<file path="src/rtl/gps_feed_sample_rx.sv">
// gps_feed_sample_rx: receive side of the recorded-sample feed.
// Captures toggle-flagged PIO writes from the feed processor, buffers the
// 3-bit samples in a small FIFO and replays them to the correlator at a
// fixed pace of one sample every SAMPLE_DIV clocks.
//
// state   | meaning
// --------+-----------------------------------------------------------
// S_IDLE  | replay stopped; writes are still buffered
// S_PRIME | stream active, waiting for the FIFO to reach PRIME_LEVEL
// S_RUN   | paced replay; an empty FIFO at a tick flags underrun
// S_DRAIN | stream ended; replay continues until the FIFO runs dry
module gps_feed_sample_rx #(
  parameter int ADDR_W       = 4,
  parameter int SAMPLE_DIV   = 4,
  parameter int PRIME_LEVEL  = 8,
  parameter int READY_MARGIN = 4
) (
  input  logic              clk_i,
  input  logic              reset_n_i,
  input  logic [7:0]        feed_port_i,
  input  logic              enable_i,
  input  logic              clear_flags_i,
  output logic              feed_ready_o,
  output logic              sample_valid_o,
  output logic              sample_sign_o,
  output logic [1:0]        sample_mag_o,
  output logic [ADDR_W:0]   fifo_level_o,
  output logic              running_o,
  output logic              underrun_o,
  output logic              overflow_o
);

  localparam int              DEPTH     = 2 ** ADDR_W;
  localparam logic [ADDR_W:0] DEPTH_L   = (ADDR_W + 1)'(DEPTH);
  localparam logic [ADDR_W:0] PRIME_L   = (ADDR_W + 1)'(PRIME_LEVEL);
  localparam logic [ADDR_W:0] MARGIN_L  = (ADDR_W + 1)'(READY_MARGIN);
  localparam logic [ADDR_W:0] LVL_ONE   = (ADDR_W + 1)'(1);
  localparam logic [ADDR_W-1:0] PTR_ONE = ADDR_W'(1);
  localparam logic [7:0]      PACE_LAST = 8'(SAMPLE_DIV - 1);

  typedef enum logic [1:0] {
    S_IDLE  = 2'd0,
    S_PRIME = 2'd1,
    S_RUN   = 2'd2,
    S_DRAIN = 2'd3
  } state_e;

  state_e              state_q, state_d;

  logic [7:0]          feed_q;
  logic                prev_toggle_q;

  logic [7:0]          pace_q, pace_d;
  logic [ADDR_W-1:0]   wr_ptr_q, wr_ptr_d;
  logic [ADDR_W-1:0]   rd_ptr_q, rd_ptr_d;
  logic [ADDR_W:0]     level_q, level_d;
  logic [2:0]          mem_q [DEPTH];
  logic [2:0]          rd_data;

  logic                sample_valid_q, sample_valid_d;
  logic                sample_sign_q, sample_sign_d;
  logic [1:0]          sample_mag_q, sample_mag_d;
  logic                feed_ready_q, feed_ready_d;
  logic                underrun_q, underrun_d;
  logic                overflow_q, overflow_d;

  logic                write_det;
  logic                fifo_empty;
  logic                fifo_full;
  logic                active_st;
  logic                tick;
  logic                pop;
  logic                push;
  logic                overflow_set;
  logic                underrun_set;

  // Register the feed port once and keep the previous toggle bit for edge detection.
  always_ff @(posedge clk_i or negedge reset_n_i) begin
    if (!reset_n_i) begin
      feed_q        <= '0;
      prev_toggle_q <= 1'b0;
    end else begin
      feed_q        <= feed_port_i;
      prev_toggle_q <= feed_q[6];
    end
  end

  // A toggle flip marks a fresh write; a pop in the same cycle frees room for it.
  assign write_det    = feed_q[6] ^ prev_toggle_q;
  assign fifo_empty   = (level_q == '0);
  assign fifo_full    = (level_q == DEPTH_L);
  assign active_st    = (state_q == S_RUN) || (state_q == S_DRAIN);
  assign tick         = active_st && (pace_q == PACE_LAST);
  assign pop          = tick && !fifo_empty;
  assign push         = write_det && (!fifo_full || pop);
  assign overflow_set = write_det && fifo_full && !pop;
  assign underrun_set = (state_q == S_RUN) && tick && fifo_empty;
  assign rd_data      = mem_q[rd_ptr_q];

  // Pacing counter runs only while replaying, so the first tick lands SAMPLE_DIV clocks in.
  always_comb begin
    pace_d = '0;
    if (active_st) begin
      pace_d = tick ? '0 : pace_q + 8'd1;
    end
  end

  // FIFO pointer and occupancy update; simultaneous push and pop leave the level alone.
  always_comb begin
    wr_ptr_d = wr_ptr_q;
    rd_ptr_d = rd_ptr_q;
    level_d  = level_q;
    if (push) begin
      wr_ptr_d = wr_ptr_q + PTR_ONE;
    end
    if (pop) begin
      rd_ptr_d = rd_ptr_q + PTR_ONE;
    end
    case ({push, pop})
      2'b10:   level_d = level_q + LVL_ONE;
      2'b01:   level_d = level_q - LVL_ONE;
      default: level_d = level_q;
    endcase
  end

  // Sample presentation: strobe for one cycle on a pop, otherwise hold the last sample.
  always_comb begin
    sample_valid_d = pop;
    sample_sign_d  = sample_sign_q;
    sample_mag_d   = sample_mag_q;
    if (pop) begin
      sample_sign_d = rd_data[2];
      sample_mag_d  = rd_data[1:0];
    end
  end

  // Flow control and sticky flags; a set event beats a clear in the same cycle.
  always_comb begin
    feed_ready_d = ((DEPTH_L - level_q) >= MARGIN_L);
    underrun_d   = underrun_q;
    overflow_d   = overflow_q;
    if (clear_flags_i) begin
      underrun_d = 1'b0;
      overflow_d = 1'b0;
    end
    if (underrun_set) begin
      underrun_d = 1'b1;
    end
    if (overflow_set) begin
      overflow_d = 1'b1;
    end
  end

  // Replay FSM next-state logic.
  always_comb begin
    state_d = state_q;
    case (state_q)
      S_IDLE: begin
        if (enable_i && feed_q[7]) begin
          state_d = S_PRIME;
        end
      end
      S_PRIME: begin
        if (!enable_i || !feed_q[7]) begin
          state_d = S_IDLE;
        end else if (level_q >= PRIME_L) begin
          state_d = S_RUN;
        end
      end
      S_RUN: begin
        if (!enable_i) begin
          state_d = S_IDLE;
        end else if (tick && fifo_empty) begin
          state_d = S_PRIME;
        end else if (!feed_q[7]) begin
          state_d = S_DRAIN;
        end
      end
      S_DRAIN: begin
        if (!enable_i) begin
          state_d = S_IDLE;
        end else if (tick && fifo_empty) begin
          state_d = S_IDLE;
        end
      end
      default: state_d = S_IDLE;
    endcase
  end

  // FSM state register.
  always_ff @(posedge clk_i or negedge reset_n_i) begin
    if (!reset_n_i) begin
      state_q <= S_IDLE;
    end else begin
      state_q <= state_d;
    end
  end

  // Datapath registers: pacing, FIFO bookkeeping, presented sample and flags.
  always_ff @(posedge clk_i or negedge reset_n_i) begin
    if (!reset_n_i) begin
      pace_q         <= '0;
      wr_ptr_q       <= '0;
      rd_ptr_q       <= '0;
      level_q        <= '0;
      sample_valid_q <= 1'b0;
      sample_sign_q  <= 1'b0;
      sample_mag_q   <= '0;
      feed_ready_q   <= 1'b1;
      underrun_q     <= 1'b0;
      overflow_q     <= 1'b0;
    end else begin
      pace_q         <= pace_d;
      wr_ptr_q       <= wr_ptr_d;
      rd_ptr_q       <= rd_ptr_d;
      level_q        <= level_d;
      sample_valid_q <= sample_valid_d;
      sample_sign_q  <= sample_sign_d;
      sample_mag_q   <= sample_mag_d;
      feed_ready_q   <= feed_ready_d;
      underrun_q     <= underrun_d;
      overflow_q     <= overflow_d;
    end
  end

  // Sample storage; contents need no reset since occupancy is tracked by level_q.
  always_ff @(posedge clk_i) begin
    if (push) begin
      mem_q[wr_ptr_q] <= feed_q[2:0];
    end
  end

  assign feed_ready_o   = feed_ready_q;
  assign sample_valid_o = sample_valid_q;
  assign sample_sign_o  = sample_sign_q;
  assign sample_mag_o   = sample_mag_q;
  assign fifo_level_o   = level_q;
  assign running_o      = active_st;
  assign underrun_o     = underrun_q;
  assign overflow_o     = overflow_q;

endmodule

</file>
<file path="config.mk">
export PLATFORM = sky130hd
export DESIGN_NAME = gps_feed_sample_rx
export DESIGN_NICKNAME = d
export VERILOG_FILES = /design/src/rtl/gps_feed_sample_rx.sv
export SDC_FILE = /design/constraint.sdc
export NUM_CORES = 1
export LEC_CHECK = 0
export ABC_AREA = 1
export CORE_MARGIN = 2
export CORE_UTILIZATION = 53
export CTS_CLUSTER_DIAMETER = 40
export DETAILED_ROUTE_END_ITERATION = 16
export GPL_TIMING_DRIVEN = 0
export PLACE_DENSITY = 0.84
export SKIP_LAST_GASP = 1
export SLEW_MARGIN = 20
export SYNTH_ARGS = -nofsm -noshare
export SYNTH_HDL_FRONTEND = slang
export SYNTH_SLANG_ARGS = --single-unit
</file>
<file path="constraint.sdc">
create_clock -name clk_i -period 2.6 [get_ports clk_i]
set_clock_uncertainty 0.05 [all_clocks]
set_input_delay 0.26 -clock clk_i [delete_from_list [all_inputs] [get_ports clk_i]]
set_output_delay 0.26 -clock clk_i [all_outputs]
set_load 0.02 [all_outputs]
</file>
; ---- Word-level counts from Yosys, hierarchy flattened
; Memories as Yosys holds them, arrays and structs flattened. A register that Yosys moved wholly into a read port is not among the register bits.
; Cells that the tools add are included.
[totals]
ff_bits = 36
ram_bits = 48
out_inout_bits = 13
mem_count = 1
[memory_table]
columns = memory, depth, word_bits, read_ports, rd_clocked_by_memory_dff, wr, line_no
row1 = mem_q, 16, 3, 1, 1, 1, 57  ; logic [2:0] mem_q [DEPTH];
[op_classes]
n_addsub = 6
magnitude_cmp = 2
eq_ne = 11
muxes = 17
n_bitwise = 1
n_reduce_logical = 24
[op_table]
columns = op, n
row1 = 2-bit 2-to-1 mux, 8
row2 = 8-bit 2-to-1 mux, 2
row3 = 5-bit case mux with 2 select lines, 1
row4 = 1-bit logical AND, 9
row5 = 4-bit by 1-bit adder with 4-bit output (second input constant), 2
row6 = 8-bit by 1-bit adder with 8-bit output (second input constant), 1
row7 = 8-bit by 2-bit equality test with 1-bit output (second input constant), 1
row8 = 2-bit case mux with 4 select lines, 1
row9 = 2-bit equality test (second input constant), 3
row10 = 1-bit zero test, 6
row11 = 2-bit nonzero test, 3
row12 = 5-bit by 1-bit adder with 5-bit output (second input constant), 1
row13 = 5-bit equality test (second input constant), 1
row14 = 5-bit by 3-bit greater-or-equal comparator with 1-bit output (second input constant), 1
row15 = 5-bit by 4-bit greater-or-equal comparator with 1-bit output (second input constant), 1
row16 = 5-bit zero test, 1
row17 = 1-bit 2-to-1 mux, 5
row18 = 5-bit by 1-bit subtractor with 5-bit output (second input constant), 1
row19 = 5-bit subtractor (first input constant), 1
row20 = 2-bit by 1-bit equality test with 1-bit output (second input constant), 2
row21 = 4-bit by 3-bit != test with 1-bit output (second input constant), 1
row22 = 4-bit AND reduction, 1
row23 = 1-bit logical OR, 3
row24 = 3-bit by 2-bit != test with 1-bit output (second input constant), 1
row25 = 4 further kinds, 4

; ---- Depth between registers and ports, before layout
[depth]
depth_word = 8
depth_mapped = 18
mapped_depth_nobuf = 17

; ---- Worst setup path before layout
; Ideal clock, no wire load.
[synth_path]
path_type = reg2reg
start = register level_q[1], in the netlist fifo_level_o[1]
end = register level_q[4], in the netlist fifo_level_o[4]
setup_ns = 0.117
t_arrival_ns = 2.623
required_ns = 2.433
slack_ns = -0.190
stages_incl_launch_ff = 17
cell_sequence = dfrtp_1 nor4_1 ha_1 inv_1 nand3_4 clkinv_1 ha_1 xor2_1 ha_1 inv_1 nand2_1 nand3_1 nand2_1 nand2_1 nand2_1 nand2_1 nand2_1
[synth_via]
elab_chain_len = 7
[synth_lines]
columns = item, line_no
row1 = start: declaration, 56  ; logic [ADDR_W:0] level_q, level_d;
row2 = start signal: assignment, 216  ; level_q <= level_d;
row3 = 5-bit zero test *, 90  ; assign fifo_empty = (level_q == '0);
row4 = 1-bit zero test *, 94  ; assign pop = tick && !fifo_empty;
row5 = 1-bit logical AND *, 94
row6 = net pop, 72  ; logic pop;
row7 = 1-bit logical OR, 95  ; assign push = write_det && (!fifo_full || pop);
row8 = 1-bit logical AND, 95
row9 = 2-bit by 1-bit equality test with 1-bit output / 2-bit equality test (equally long branches), 119  ; case ({push, pop})
row10 = 5-bit case mux with 2 select lines / 2-bit nonzero test (equally long branches), -
; The timed path passes the listed nets; every way through them passes the cells marked *.
; A chain may end at the register's enable or synchronous reset.

; ---- Worst setup path after layout
[layout_path]
start = register level_q[2], in the netlist fifo_level_o[2]
end = register level_q[4], in the netlist fifo_level_o[4]
; Same word-level chain as after synthesis.

==> results <==
- The run finished with clean final reports.
- The largest fanout on the critical path is 11.
- The cell area after placement is 4350 um2.
- After Yosys synthesis, full adders, half adders and majority gates account for 3.46% of the synthesized area.
- The overall die area is 8220 um2.
- In the routed design, unresolved DRC markers number 0.
- The final wirelength is 8940 um.
- The die is 90.7 um wide.
- The main combinational cell family by area after synthesis is simple AND/OR/NAND/NOR gates.
- Clock latency on the worst-skew pair, taken at its later pin, is 340 ps.
- The pre-CTS setup slack is -229 ps.
- Dividing the detail-routed via count by the number of cells gives 5.39.
- The area inside the core boundary is 7250 um2.
- The smallest clock period supported by the final layout is computed as 2540 ps.
- STA classifies the critical path endpoint as a flop.
- The clock root buffer master is sky130_fd_sc_hd__clkbuf_8.
- The critical path required time is 2780 ps.
- The cell area that synthesis handed to floorplanning was 3980 um2.
- Derived from the worst setup path, the maximum achievable clock frequency is 393 MHz.
- During synthesis, Yosys emitted a total of 0 warnings.
- The average footprint of a synthesized cell is 9.39 um2.
- The number of nets with antenna violations after routing is 0.
- The final count of negative-setup-slack endpoints is 0.
- The proportion of synthesized flip-flops having asynchronous set or reset is 42.9%.
- Once detailed placement completed, the half-perimeter wirelength came to 5740 um.
- The hold violation count in the final report is 0.
- The die is 90.7 um tall.
- The synthesized design contains 48 enable-type register cells.
- Summing all non-filler instances in the final layout gives an area of 4780 um2.
- By startpoint and endpoint, the worst setup path is classified as flop to flop.
- The post-synthesis to final-layout area growth is 20.0%.
- Cells with a size suffix above 1 make up 14.6% of the layout.
- The number of unique standard cell types used by synthesis is 31.
- Summing the areas of all compound-gate instances in the mapped netlist gives 2.01% of the synthesized area.
- Synthesis inferred 84 register bits.
- The top-level port count is 25.
- STA classifies the critical path startpoint as a flop.
- The slew of the pin with the lowest slew margin is 964 ps.
- In this run the tightest slew margin relative to its limit is 35.5%.
- In this run the core area contains 31 standard-cell rows.
- The first global-routing pass estimated 13600 um of wire.
- The main flop type after synthesis is sky130_fd_sc_hd__edfxtp_1.
- The worst-case IR drop observed on VDD is 456 uV.
- The via count of the first global-routing pass was 2997.
- The number of max-slew violations in the final report came to 0.
- After detailed routing, the average wire length per cell comes to 15.4 um.
- Counting every sink on the clock net gives 84.
- The finished layout holds 579 standard cells, fillers aside.
- The total overflow left after global routing is 0.
- No sink is reached through more buffers than the 2 on the longest clock path.
- The port buffer count is 21.
- Across the run, the number of max-cap violations was 0.
- Setup repair after global routing could not meet its margin everywhere.
- After clock tree synthesis, the clock-pin slew on the worst setup and hold paths is 80 ps.
- The global placer's final weighted congestion is 0.863.
- The first TritonRoute pass finished after 5 iterations.
- The final critical path takes up 97.8% of the cycle.
- The number of placed instances, taps included is 545.
- The level count of the clock H-tree is 3.
- Entering global routing, the biggest net connects 33 pins.
- Summing the areas of all and, or, nand and nor instances in the mapped netlist gives 24.6% of the synthesized area.
- After synthesis, flip-flops and latches occupy 58.8% of the total area.
- The number of vias after detailed routing is 3119.
- The initial antenna violation count is 0.
- The repair_antennas step left the layout with diodes totalling 0.
- The arrival time of the worst setup path is 2730 ps.
- The final core area utilization is 65.9%.
- For this design the ratio of total power to cell area is 775 nW/um2.
- After Yosys synthesis, XOR and XNOR cells account for 2.42% of the synthesized area.
- The leakage power figure is 0.00212 uW.
- For this configuration, the core starts out at a cell density of 54.9%.
- The number of buffers added by the clock tree synthesis step is 9.
- The min-delay analysis places its worst path in the category input port to asynchronous set/reset pin.
- The post-synthesis cell count is 424.
- The synthesized netlist net count is 447.
- The number of cells traversed by the worst register-to-register path is 17.
- TritonCTS built the clock tree.
- The number of nets in the layout is 498.
- The initial DRC count is 355.
- The share of synthesized area spent on multiplexers is 0%.
- The worst path meets setup with 57.9 ps of slack.
- In the global route stage, overall resource usage came out at 20.9%.
worst max-delay path, cell delays in order, from the launching register on:
cell                      delay, ps
sky130_fd_sc_hd__dfrtp_2        450
sky130_fd_sc_hd__nor4_4         300
sky130_fd_sc_hd__ha_2           240
sky130_fd_sc_hd__inv_2           50
sky130_fd_sc_hd__nand3_4        120
sky130_fd_sc_hd__buf_12         130
sky130_fd_sc_hd__inv_6           50
sky130_fd_sc_hd__ha_4           180
sky130_fd_sc_hd__xor2_2         180
sky130_fd_sc_hd__ha_2           190
sky130_fd_sc_hd__inv_2           50
sky130_fd_sc_hd__nand2_2         60
sky130_fd_sc_hd__nand3_2         90
sky130_fd_sc_hd__nand2_1         60
sky130_fd_sc_hd__nand2_1         70
sky130_fd_sc_hd__nand2_1         40
sky130_fd_sc_hd__nand2_1         60
sky130_fd_sc_hd__nand2_1         60
cell usage after synthesis, types with 3 or more instances:
cell type	number	share of area (%)
sky130_fd_sc_hd__a21oi_1	3	0.38
sky130_fd_sc_hd__buf_2	5	0.63
sky130_fd_sc_hd__clkbuf_1	4	0.38
sky130_fd_sc_hd__dfrtp_1	35	22
sky130_fd_sc_hd__edfxtp_1	48	36
sky130_fd_sc_hd__ha_1	11	3.5
sky130_fd_sc_hd__inv_1	68	6.4
sky130_fd_sc_hd__inv_2	4	0.38
sky130_fd_sc_hd__nand2_1	118	11
sky130_fd_sc_hd__nand3_1	55	6.9
sky130_fd_sc_hd__nor2_1	13	1.2
sky130_fd_sc_hd__nor3_1	20	2.5
sky130_fd_sc_hd__o21ai_0	9	1.1
sky130_fd_sc_hd__xor2_1	9	2.0
path summary, 6_finish.rpt:
kind                                  from         endpoint  slack [ps]
max in group asynchronous        reset_n_i     feed_ready_o        1830
setup reg to reg           fifo_level_o[2]  fifo_level_o[4]          60
hold reg to reg                  feed_q[6]    prev_toggle_q         350
min in group clk_i          feed_port_i[6]        feed_q[6]         310
hold / removal                   reset_n_i      rd_ptr_q[1]         220
setup / recovery           fifo_level_o[2]  fifo_level_o[4]          60
routing by layer:
layer / GRT usage [%] / part of all wire, % / up-vias
met4: 7.69 / 2.4 / 0
met2: 37.2 / 52 / 157
met3: 3.76 / 7.6 / 26
met1: 25.2 / 38 / 1479
li1: - / - / 1457
met5: 0 / 0 / -
flip-flops by register name (all words and copies together), names as in the netlist:
name and count:
mem_q 48, pace_q 8, feed_q 5, fifo_level_o 5
rd_ptr_q 4, wr_ptr_q 4, sample_mag_o 2, state_q 2
feed_ready_o 1, overflow_o 1, prev_toggle_q 1, sample_sign_o 1
sample_valid_o 1, underrun_o 1
cell families (layout without fill, tap and decap cells):
group                    count (synthesis)  after routing
AND/OR/NAND/NOR                        218            219
buffers and inverters                   85            140
flip-flops                              84             84
AO/OA/AOI/OAI                           15             15
adder cells (fa/ha/maj)                 11             11
XOR/XNOR                                11             11
area by class of cell:
cell class                      instances  area (um2)
Clock buffer                           16         203
Sequential cell                        84        2350
Tap cell                               99         124
Buffer                                 11        58.8
Multi-Input combinational cell        256        1390
Inverter                               73         279
Timing Repair Buffer                   40         375
Fill cell                             528        2470
through the flow:
stage / hold WS, ps / total power [uW] / TNS (ps)
floorplan: -85.6 / 2300 / 0
global placement: 331 / 2560 / -257
detailed placement: 43.2 / 2610 / -445
CTS: 221 / 3550 / 0
global route: 233 / 3870 / -76.5
finish: 217 / 3700 / 0
power by group:
part | internal (uW) | leakage [uW] | switching (uW)
Combinational | 410 | 0.00112 | 630
Sequential | 1580 | 0.000898 | 153
Clock | 493 | 0.000101 | 432
Total | 2490 | 0.00212 | 1210
placed cells by master, fill, tap and decap left out, types with 10 or more instances in the layout:
master,count
sky130_fd_sc_hd__buf_4,17
sky130_fd_sc_hd__clkbuf_8,10
sky130_fd_sc_hd__clkdlybuf4s50_1,20
sky130_fd_sc_hd__dfrtp_1,31
sky130_fd_sc_hd__edfxtp_1,48
sky130_fd_sc_hd__inv_1,66
sky130_fd_sc_hd__nand2_1,117
sky130_fd_sc_hd__nand3_1,53
sky130_fd_sc_hd__nor2_1,12
sky130_fd_sc_hd__nor3_1,20
timing repair:
action | 4_1_cts | 5_1_grt
cloned | 0 | 1
hold endpoints to repair | 35 | 0
buffers inserted | 6 | 11
pin swaps | 2 | 7
hold buffers | 1 | 0
gates resized for setup | 5 | 15
endpoints found under the setup margin | 3 | 2
Power figures use the tool's default switching activity.
